==> config.mk <==
export PLATFORM = sky130hd
export DESIGN_NAME = regfile_wb_ctrl_flat
export DESIGN_NICKNAME = d
export VERILOG_FILES = /design/src/rtl/regfile_pkg.sv /design/src/rtl/regfile_wb_ctrl_if.sv /design/src/rtl/regfile_wb_fifo.sv /design/src/rtl/regfile_wb_ctrl.sv /design/src/flat_wrapper.sv
export SDC_FILE = /design/constraint.sdc
export NUM_CORES = 1
export LEC_CHECK = 0
export ABC_AREA = 1
export BUFFER_PORTS_ARGS = -buffer_cell sky130_fd_sc_hd__buf_2
export CORE_MARGIN = 10
export CORE_UTILIZATION = 47
export CTS_CLUSTER_SIZE = 16
export DETAILED_ROUTE_END_ITERATION = 10
export GPL_TIMING_DRIVEN = 0
export PLACE_DENSITY_LB_ADDON = 0.3
export SYNTH_ARGS = -nofsm -noshare
export SYNTH_HDL_FRONTEND = slang
export SYNTH_SLANG_ARGS = --single-unit
==> constraint.sdc <==
create_clock -name clk -period 3.5 [get_ports clk]
set_clock_uncertainty 0.1 [all_clocks]
set_input_delay 0.525 -clock clk [delete_from_list [all_inputs] [get_ports clk]]
set_output_delay 0.525 -clock clk [all_outputs]
set_load 0.005 [all_outputs]
==> src/rtl/regfile_pkg.sv <==
// Shared types and sizes for the register-file writeback path.
package regfile_pkg;
  localparam int unsigned DATA_W   = 16;
  localparam int unsigned ADDR_W   = 3;
  localparam int unsigned NUM_REGS = 8;

  typedef struct packed {
    logic [ADDR_W-1:0] addr;
    logic [DATA_W-1:0] data;
  } wb_entry_t;

  typedef enum logic [1:0] {IDLE, DRAIN, STALL} wb_state_t;
endpackage

==> src/rtl/regfile_wb_ctrl_if.sv <==
// Writeback request channel from the execution units (valid/ready).
interface regfile_wb_ctrl_if;
  import regfile_pkg::*;

  logic              in_valid;
  logic              in_ready;
  logic [ADDR_W-1:0] in_addr;
  logic [DATA_W-1:0] in_data;

  modport master (output in_valid, output in_addr, output in_data, input in_ready);
  modport slave  (input in_valid, input in_addr, input in_data, output in_ready);
endinterface

==> src/rtl/regfile_wb_fifo.sv <==
// In-order FIFO of writeback entries; exposes entries oldest-first with a valid vector.
module regfile_wb_fifo
  import regfile_pkg::*;
#(
  parameter int unsigned DEPTH = 4
) (
  input  logic                           clk,
  input  logic                           nRESET,
  input  logic                           push_i,
  input  logic                           pop_i,
  input  logic                           flush_i,
  input  wb_entry_t                      wdata_i,
  output wb_entry_t [DEPTH-1:0]          entry_o,
  output logic [DEPTH-1:0]               valid_o,
  output logic [$clog2(DEPTH+1)-1:0]     count_o
);
  localparam int unsigned PW = $clog2(DEPTH);
  localparam int unsigned CW = $clog2(DEPTH+1);

  wb_entry_t [DEPTH-1:0] mem_q;
  logic [PW-1:0]         head_q, tail_q;
  logic [CW-1:0]         count_q, count_d;
  logic                  do_push, do_pop;

  assign do_push = push_i && (count_q < CW'(DEPTH)) && !flush_i;
  assign do_pop  = pop_i && (count_q != '0) && !flush_i;
  assign count_o = count_q;

  always_comb begin
    count_d = count_q;
    if (flush_i)
      count_d = '0;
    else if (do_push && !do_pop)
      count_d = count_q + CW'(1);
    else if (do_pop && !do_push)
      count_d = count_q - CW'(1);
  end

  always_ff @(posedge clk or negedge nRESET) begin
    if (!nRESET) begin
      mem_q   <= '0;
      head_q  <= '0;
      tail_q  <= '0;
      count_q <= '0;
    end else begin
      count_q <= count_d;
      if (flush_i) begin
        head_q <= '0;
        tail_q <= '0;
      end else begin
        if (do_push) begin
          mem_q[tail_q] <= wdata_i;
          tail_q        <= tail_q + PW'(1);
        end
        if (do_pop)
          head_q <= head_q + PW'(1);
      end
    end
  end

  // Rotate storage so index 0 is always the head (oldest entry).
  always_comb begin
    entry_o = '0;
    valid_o = '0;
    for (int unsigned i = 0; i < DEPTH; i++) begin
      entry_o[i] = mem_q[head_q + PW'(i)];
      valid_o[i] = (CW'(i) < count_q);
    end
  end
endmodule

==> src/rtl/regfile_wb_ctrl.sv <==
// Writeback front end: buffers requests, drains one per cycle to the register file write port.
// Define REGFILE_WB_BYPASS_EN to add the byp_addr/byp_hit/byp_data forwarding ports.
module regfile_wb_ctrl
  import regfile_pkg::*;
#(
  parameter int unsigned DEPTH = 4
) (
  input  logic                       clk,
  input  logic                       nRESET,
  regfile_wb_ctrl_if.slave           req,
  input  logic                       hold,
  input  logic                       flush,
  output logic                       write_enable,
  output logic [ADDR_W-1:0]          write_addr,
  output logic [DATA_W-1:0]          write_data,
  output logic [NUM_REGS-1:0]        pending_mask,
  output logic [$clog2(DEPTH+1)-1:0] count
`ifdef REGFILE_WB_BYPASS_EN
  ,
  input  logic [ADDR_W-1:0]          byp_addr,
  output logic                       byp_hit,
  output logic [DATA_W-1:0]          byp_data
`endif
);
  localparam int unsigned CW = $clog2(DEPTH+1);

  wb_state_t             state_q, state_d;
  wb_entry_t [DEPTH-1:0] entry;
  logic [DEPTH-1:0]      valid;
  logic [CW-1:0]         count_q;
  logic                  push, pop;
  logic                  we_q, we_d;
  wb_entry_t             out_q, out_d;

  assign req.in_ready = (count_q < CW'(DEPTH)) && !flush;
  assign push         = req.in_valid && req.in_ready;
  assign pop          = (state_q == DRAIN) && (count_q != '0) && !hold && !flush;

  regfile_wb_fifo #(.DEPTH(DEPTH)) u_fifo (
    .clk     (clk),
    .nRESET  (nRESET),
    .push_i  (push),
    .pop_i   (pop),
    .flush_i (flush),
    .wdata_i ({req.in_addr, req.in_data}),
    .entry_o (entry),
    .valid_o (valid),
    .count_o (count_q)
  );

  always_comb begin
    state_d = state_q;
    unique case (state_q)
      IDLE:  if (push) state_d = DRAIN;
      // count_q<=1 with hold low means the last entry pops (or nothing is left).
      DRAIN: if (hold && count_q != '0) state_d = STALL;
             else if (count_q <= CW'(1) && !push) state_d = IDLE;
      STALL: if (!hold) state_d = DRAIN;
      default: state_d = IDLE;
    endcase
    if (flush) state_d = IDLE;
  end

  always_comb begin
    we_d  = pop;
    out_d = pop ? entry[0] : out_q;
  end

  always_ff @(posedge clk or negedge nRESET) begin
    if (!nRESET) begin
      state_q <= IDLE;
      we_q    <= 1'b0;
      out_q   <= '0;
    end else begin
      state_q <= state_d;
      we_q    <= we_d;
      out_q   <= out_d;
    end
  end

  assign write_enable = we_q;
  assign write_addr   = out_q.addr;
  assign write_data   = out_q.data;
  assign count        = count_q;

  always_comb begin
    pending_mask = '0;
    for (int unsigned i = 0; i < DEPTH; i++)
      if (valid[i]) pending_mask[entry[i].addr] = 1'b1;
    if (we_q) pending_mask[out_q.addr] = 1'b1;
  end

`ifdef REGFILE_WB_BYPASS_EN
  // Scan oldest to youngest so the youngest match overrides.
  always_comb begin
    byp_hit  = 1'b0;
    byp_data = '0;
    if (we_q && out_q.addr == byp_addr) begin
      byp_hit  = 1'b1;
      byp_data = out_q.data;
    end
    for (int unsigned i = 0; i < DEPTH; i++) begin
      if (valid[i] && entry[i].addr == byp_addr) begin
        byp_hit  = 1'b1;
        byp_data = entry[i].data;
      end
    end
  end
`endif
endmodule

==> src/flat_wrapper.sv <==
// flat-port wrapper written by rule: the top's interface ports become plain ports
module regfile_wb_ctrl_flat import regfile_pkg::*;
#(
  parameter int unsigned DEPTH = 4
)
  (clk, nRESET, hold, flush, write_enable, write_addr, write_data, pending_mask, count, req_in_valid, req_in_addr, req_in_data, req_in_ready);
  regfile_wb_ctrl_if req_i ();
  input  logic clk;
  input  logic nRESET;
  input  logic hold;
  input  logic flush;
  output logic write_enable;
  output logic [ADDR_W-1:0] write_addr;
  output logic [DATA_W-1:0] write_data;
  output logic [NUM_REGS-1:0] pending_mask;
  output logic [$clog2(DEPTH+1)-1:0] count;
  input wire logic [$bits(req_i.in_valid)-1:0] req_in_valid;
  input wire logic [$bits(req_i.in_addr)-1:0] req_in_addr;
  input wire logic [$bits(req_i.in_data)-1:0] req_in_data;
  output wire logic [$bits(req_i.in_ready)-1:0] req_in_ready;
  assign req_i.in_valid = req_in_valid;
  assign req_i.in_addr = req_in_addr;
  assign req_i.in_data = req_in_data;
  assign req_in_ready = req_i.in_ready;
  regfile_wb_ctrl #(.DEPTH(DEPTH)) u_core (.clk(clk), .nRESET(nRESET), .req(req_i), .hold(hold), .flush(flush), .write_enable(write_enable), .write_addr(write_addr), .write_data(write_data), .pending_mask(pending_mask), .count(count));
endmodule
==> results.cfg, run 1 <==
[clocking]
postCtsSetupBuffers = 0
numClockSinks = 105
clkTransAtPathRegs_ps = 70
clk_latency_ps = 350
ctsHoldBuffers = 0
cts_tree = done
ctsResizeCount = 0
cts_buffers = 9
clk_path_buf_depth = 2
htree_num_levels = 3
cts_root_buf = clkbuf_16

[logic_synthesis]
synth_seq_cells = 105
synth_area_mm2 = 0.00561
yosysSeqAreaShare_pct = 46.8
synth_warnings = 0
synth_cells = 725
avgSynthCellArea_um2 = 7.74
syn-num-nets = 757
synth_cell_types = 31

[die]
die_y_um = 129
die_w_um = 129
rows = 39
coreArea_mm2 = 0.0116
io_pins = 56
start_util_pct = 48.5
die_area_mm2 = 0.0167

[finish]
design_area_mm2 = 0.00639
final_nets = 824
layout-drive-gt1-share_pct = 18.8
syn_to_final_growth_pct = 13.8
antennaDiodeCount = 0
final_cell_mix = nand2_1, dfrtp_1, buf_2
layout_commonest_cell = nand2_1

[sta]
timing_max_transition_violations_final = 0
min_period_over_period_pct = 82.5
setup_ws_ps = 612
rsz0062_at_grt = false
finalSetupTns_ps = 0
min_period_ps = 2890
relSlewSlack_pct = 60.6
clock.fmax_mhz = 346
worstMarginPinSlew_ps = 585
setup_viol = 0
finalHoldViolCount = 0

[run_status]
outcome = finished clean

[detailed_routing]
viasPerCell = 5.20
drt-initial-drc-count = 317
drc = 0
ant_nets = 0
routed_wl_um = 14300
wl_per_cell_um = 15.2
vias = 4882
drtPass1Iterations = 7

[pwr]
comb_power_share_pct = 39.2
power.internal_mw = 3.08
p_clk_share_pct = 19.8
netSwitchingFraction_pct = 39.4
power.switching_mw = 2.00
irDropWorstVdd_v = 0.000317
power_density_mw_per_mm2 = 795
p_leak_nw = 3.40
seqPwrFrac_pct = 40.9

[critical_path]
critPathTopFamily = compound AO/OA/AOI/OAI gates
path_class = register to primary output
cp_cell_sequence = inv_1 > ha_1 > o21ai_0 > inv_1 > a21oi_1 > nand3_1 > nand3_1 > buf_2
start_kind = register
worstPathMaxFanout = 5
cpMaxStageDelayCell = o21ai_0
endpoint_kind = primary output
arrival_ps = 2260
r2r_cells = 8
critPathBufInv = 3
cp.depth = 8
cpPeakStageDelay_ps = 490
required_ps = 2870

[global_routing]
grt_pass1_wl_um = 24000
grt_overflow = 0
grt_pass1_vias = 4916
grt_max_degree = 72
antenna_found_initial = 0
track_usage_pct = 17.7

[job]
drv_cap = 0

[place]
dpl_cell_area_mm2 = 0.00610
gp_congestion = 0.849
post-dp-hpwl_um = 10200
port_buffers = 55
pre_cts_slack_ps = 971

[hold_path]
worstHoldPathType = input port to asynchronous set/reset pin
## area by class of cell
class                           count  area (um2)
Tap cell                          143         179
Fill cell                        1107        5180
Clock buffer                        9         225
Timing Repair Buffer               56         305
Buffer                             31         290
Inverter                           59         225
Multi-Input combinational cell    530        2470
Clock inverter                      6        67.6
Sequential cell                   105        2630
## per-stage QoR
stage          total power [mW]  hold WS (ps)  std cells  util, %
6_report                   5.08          30.4        939     55.2
5_1_grt                    5.51          72.4        939     55.2
4_1_cts                    5.10          46.5        939     55.2
3_5_place_dp               4.09           360        924     52.7
3_3_place_gp               4.00           358        923     52.5
2_1_floorplan              3.42           129        725        -
## routing by layer
layer	share of wire, %	routed length, um	vias to the layer above	GRT usage, %
met4	1.8	261	0	5.82
met5	0	0	-	0
met2	50	7180	122	31.1
met1	43	6200	2305	21.5
li1	-	-	2433	-
met3	4.7	672	22	3.10
## synth_stat cells (all sizes together)
library cell	number	area, um2
clkbuf	5	23.8
buf	26	267
clkinv	2	8.75
ha	8	100
o21ai	92	577
a21oi	4	20.0
nand3b	1	7.51
nand2	318	1240
dfrtp	105	2630
nor3	5	30.0
xnor2	1	8.76
nand4	19	119
nor2	47	186
o22ai	1	6.26
inv	57	216
nand3	33	165
o211ai	1	7.51
## state kept, by name, indices dropped and copies added, names as in the netlist
register,cells
u_core.u_fifo.mem_q,76
u_core.write_enable,1
u_core.write_addr,3
u_core.u_fifo.tail_q,2
u_core.u_fifo.count_o,3
u_core.write_data,16
u_core.u_fifo.head_q,2
u_core.state_q,2
## power groups by stage
stage / Sequential [mW] / Clock [mW] / Combinational, mW
finish: 2.08 / 1.01 / 1.99
global route: 2.14 / 1.06 / 2.30
CTS: 2.07 / 1.02 / 2.01
detailed placement: 2.09 / 0 / 2.00
global placement: 2.06 / 0 / 1.94
floorplan: 2.02 / 0 / 1.40
## path summary, 6_finish.rpt
check,to,slack (ps),startpoint
min reg2reg,u_core.write_data[3],380,u_core.write_data[3]
max,pending_mask[4],610,u_core.u_fifo.count_o[1]
max in group asynchronous,u_core.u_fifo.mem_q[74],2570,nRESET
max reg2reg,u_core.write_data[15],1570,u_core.u_fifo.count_o[0]
min in group clk,u_core.state_q[1],370,hold
min,u_core.u_fifo.mem_q[21],30,nRESET
## cell families after synthesis
logic type	after synthesis	synth area share (%)
AOI/OAI and AO/OA	98	10.9
xor gates and xnor gates	1	0.156
adders and majority gates	8	1.78
buffers and inverters	90	9.19
DFF	105	46.8
and+or+nand+nor	423	31.2
Power figures use the tool's default switching activity.
==> run 2, diff against run 1 <==
--- a/config.mk
+++ b/config.mk
@@ -5,7 +5,7 @@
 export SDC_FILE = /design/constraint.sdc
 export NUM_CORES = 1
 export LEC_CHECK = 0
-export ABC_AREA = 1
+export ABC_AREA = 0
 export BUFFER_PORTS_ARGS = -buffer_cell sky130_fd_sc_hd__buf_2
 export CORE_MARGIN = 10
 export CORE_UTILIZATION = 47
==> constraint.sdc (replaced) <==
create_clock -name clk -period 2.57 [get_ports clk]
set_clock_uncertainty 0.1 [all_clocks]
set_input_delay 0.3855 -clock clk [delete_from_list [all_inputs] [get_ports clk]]
set_output_delay 0.3855 -clock clk [all_outputs]
set_load 0.005 [all_outputs]
==> run 2 against run 1 <==
Effect of this change: the run now ends with hold timing, setup timing left; sequential cell count did not move; synthesized cell count fell by 49%; final cell count fell by 37%; area after synthesis fell by 5.3%; clock power rose by 42%; die area fell by 4.5%; non-clock buffer count rose by 3; first-iteration DRC count fell by 6.0%; register-to-register slack got worse by 1400 ps; sequential power rose by 32%; global-route usage fell by 3.4 points; critical path type unchanged; largest power group unchanged.
==> results.cfg, run 2 <==
[critical_path]
required_ps = 2080
arrival_ps = 2140
cp_cell_sequence = buf_6 > mux4_2 > and2b_2 > a22oi_2 > nand4_1 > buf_2
timing.rr.start = u_core.u_fifo.count_o[0]
r2r_cells = 7
worstPathMaxFanout = 8
r2r_end = u_core.write_addr[0]
reg2reg_slack_ps = 210
endpoint_kind = primary output
cpPeakStageDelay_ps = 550
cpMaxStageDelayCell = mux4_2
path_class = register to primary output
start_kind = register

[sta]
timing_max_transition_violations_final = 0
min_period_over_period_pct = 102
hold_slack_ps = -26.1
clock.fmax_mhz = 381
setup_ws_ps = -56.8
worstMarginPinSlew_ps = 749
relSlewSlack_pct = 49.7
rsz0062_at_grt = true
min_period_ps = 2630
finalHoldViolCount = 10
setup_viol = 5

[detailed_routing]
routed_wl_um = 11700
viasPerCell = 5.76
wl_per_cell_um = 19.6
drc = 0
ant_nets = 0
drtPass1Iterations = 4
vias = 3434
drt-initial-drc-count = 298

[logic_synthesis]
synth_edf_count = 0
avgSynthCellArea_um2 = 14.5
synth_area_mm2 = 0.00532
synth_area_leader_cell = dfrtp_1
ys.flop_type = dfrtp_1
synth_warnings = 0
yosysSeqAreaShare_pct = 49.4
async_reset_ff_share_pct = 100
syn-num-nets = 399
synth_cell_types = 42
synth_most_common_cell = dfrtp_1
synth_seq_cells = 105
synth_common_cells = dfrtp_1, mux2_2, mux4_2
netlist_top_cells_area = dfrtp_1, mux2_2, mux4_2, buf_6, ha_1
synth.top_cell.area_share_pct = 49.4
synth_cells = 367

[die]
start_util_pct = 48.6
rows = 38
coreArea_mm2 = 0.0109
die_y_um = 126
die_area_mm2 = 0.0160
die_w_um = 126
io_pins = 56

[finish]
largest_reg_flops = 76
layout-drive-gt1-share_pct = 57.1
final_nets = 482
layout_commonest_cell = dfrtp_1
syn_to_final_growth_pct = 19.5
final_cell_mix = dfrtp_1, mux2_2, buf_2
regMostFlops = u_core.u_fifo.mem_q
design_area_mm2 = 0.00635

[place]
gp_congestion = 0.879
dpl_cell_area_mm2 = 0.00580
port_buffers = 55
post-dp-hpwl_um = 7860

[global_routing]
grt_overflow = 0
track_usage_pct = 14.3
antenna_found_initial = 3
grt_pass1_vias = 3581
grt_max_degree = 55
grt_pass1_wl_um = 18700

[clocking]
cts_tree = done
numClockSinks = 105
htree_num_levels = 3
clk_latency_ps = 340
clk_path_buf_depth = 2
cts_buffers = 9
cts_root_buf = clkbuf_16
clkTransAtPathRegs_ps = 80

[pwr]
p_leak_nw = 2.80
power_density_mw_per_mm2 = 1000
irDropWorstVdd_v = 0.000455
fin_total_pwr_mw = 6.37

[job]
drv_cap = 0

[run_status]
outcome = complete, but fails checks
violations = hold timing, setup timing

[hold_path]
worstHoldPathType = input port to asynchronous set/reset pin
run 2: cell count changes after synthesis, sizes merged, moves of 8 or more:
cell   previous run  this run
nand3            33        11
mux2              0        95
nand2           318         9
nor2             47        17
inv              57         8
o21ai            92         2
nor2b             0        12
mux4              0        28
buf              26        18
nand4            19         1
run 2: critical path, delay by kind of cell, from the launching register on:
kind                   cells  cell delay, ps
AO/OA/AOI/OAI              1             190
buffers and inverters      2             300
flip-flops                 1             370
multiplexers               1             550
AND/OR/NAND/NOR            2             380
run 2: how the worst max path moves through the flow:
| stage | slack [ps] | start | end |
|---|---|---|---|
| after floorplan | 470 | u_core.u_fifo.count_o[0] | u_core.write_addr[0] |
| after global placement | -100 | nRESET | u_core.u_fifo.mem_q[70] |
| after detailed placement | 220 | u_core.u_fifo.count_o[0] | u_core.write_data[1] |
| after CTS | -6 | u_core.u_fifo.head_q[1] | pending_mask[3] |
| after global routing | -140 | u_core.u_fifo.count_o[2] | pending_mask[5] |
| final | -60 | u_core.u_fifo.head_q[1] | pending_mask[5] |
run 2: what timing repair did:
| action | CTS | global route |
|---|---|---|
| hold buffers | 0 | 0 |
| gates resized for setup | 7 | 26 |
| pin swaps | 1 | 15 |
| buffers inserted | 5 | 11 |
| endpoints found under the setup margin | 8 | 8 |
run 2: final cells by class:
type / count / area (um2)
Sequential cell: 105 / 2630
Clock inverter: 7 / 86.3
Multi-Input combinational cell: 236 / 2580
Fill cell: 861 / 4580
Buffer: 18 / 195
Inverter: 8 / 30.0
Clock buffer: 9 / 225
Antenna cell: 1 / 2.50
Timing Repair Buffer: 72 / 425
Tap cell: 140 / 175
run 2: per-layer routing:
metal | vias to the layer above | track usage [%] | part of all wire, %
met3 | 31 | 3.50 | 4.5
met4 | 4 | 5.16 | 2.4
met1 | 1777 | 18.2 | 43
met5 | - | 0 | 0.23
li1 | 1527 | - | -
met2 | 95 | 23.2 | 50
run 2: power by group:
| group | internal, mW | switching [mW] | total [mW] |
|---|---|---|---|
| sequential | 2.32 | 0.440 | 2.75 |
| clock | 0.777 | 0.650 | 1.43 |
| combinational | 1.26 | 0.922 | 2.19 |
| total | 4.36 | 2.01 | 6.37 |
run 2: through the flow:
step | cells | hold slack (ps) | utilization, % | worst slack (ps) | setup TNS [ps]
5_1_grt | 596 | 47.2 | 58.1 | -141 | -736
4_1_cts | 584 | 12.1 | 56.3 | -5.79 | -10.3
6_report | 596 | -26.1 | 58.1 | -56.8 | -140
3_5_place_dp | 563 | 384 | 53.0 | 224 | 0
2_1_floorplan | 367 | -10.1 | - | 466 | 0
3_3_place_gp | 562 | 384 | 52.7 | -100 | -9710
run 2: logic make-up after synthesis:
family                   synth area share, %
AO/OA/AOI/OAI                           4.21
XOR/XNOR                               0.824
adder cells (fa/ha/maj)                 2.09
buffers and inverters                   3.77
flip-flops                              49.4
multiplexers                            32.1
AND/OR/NAND/NOR                         7.55
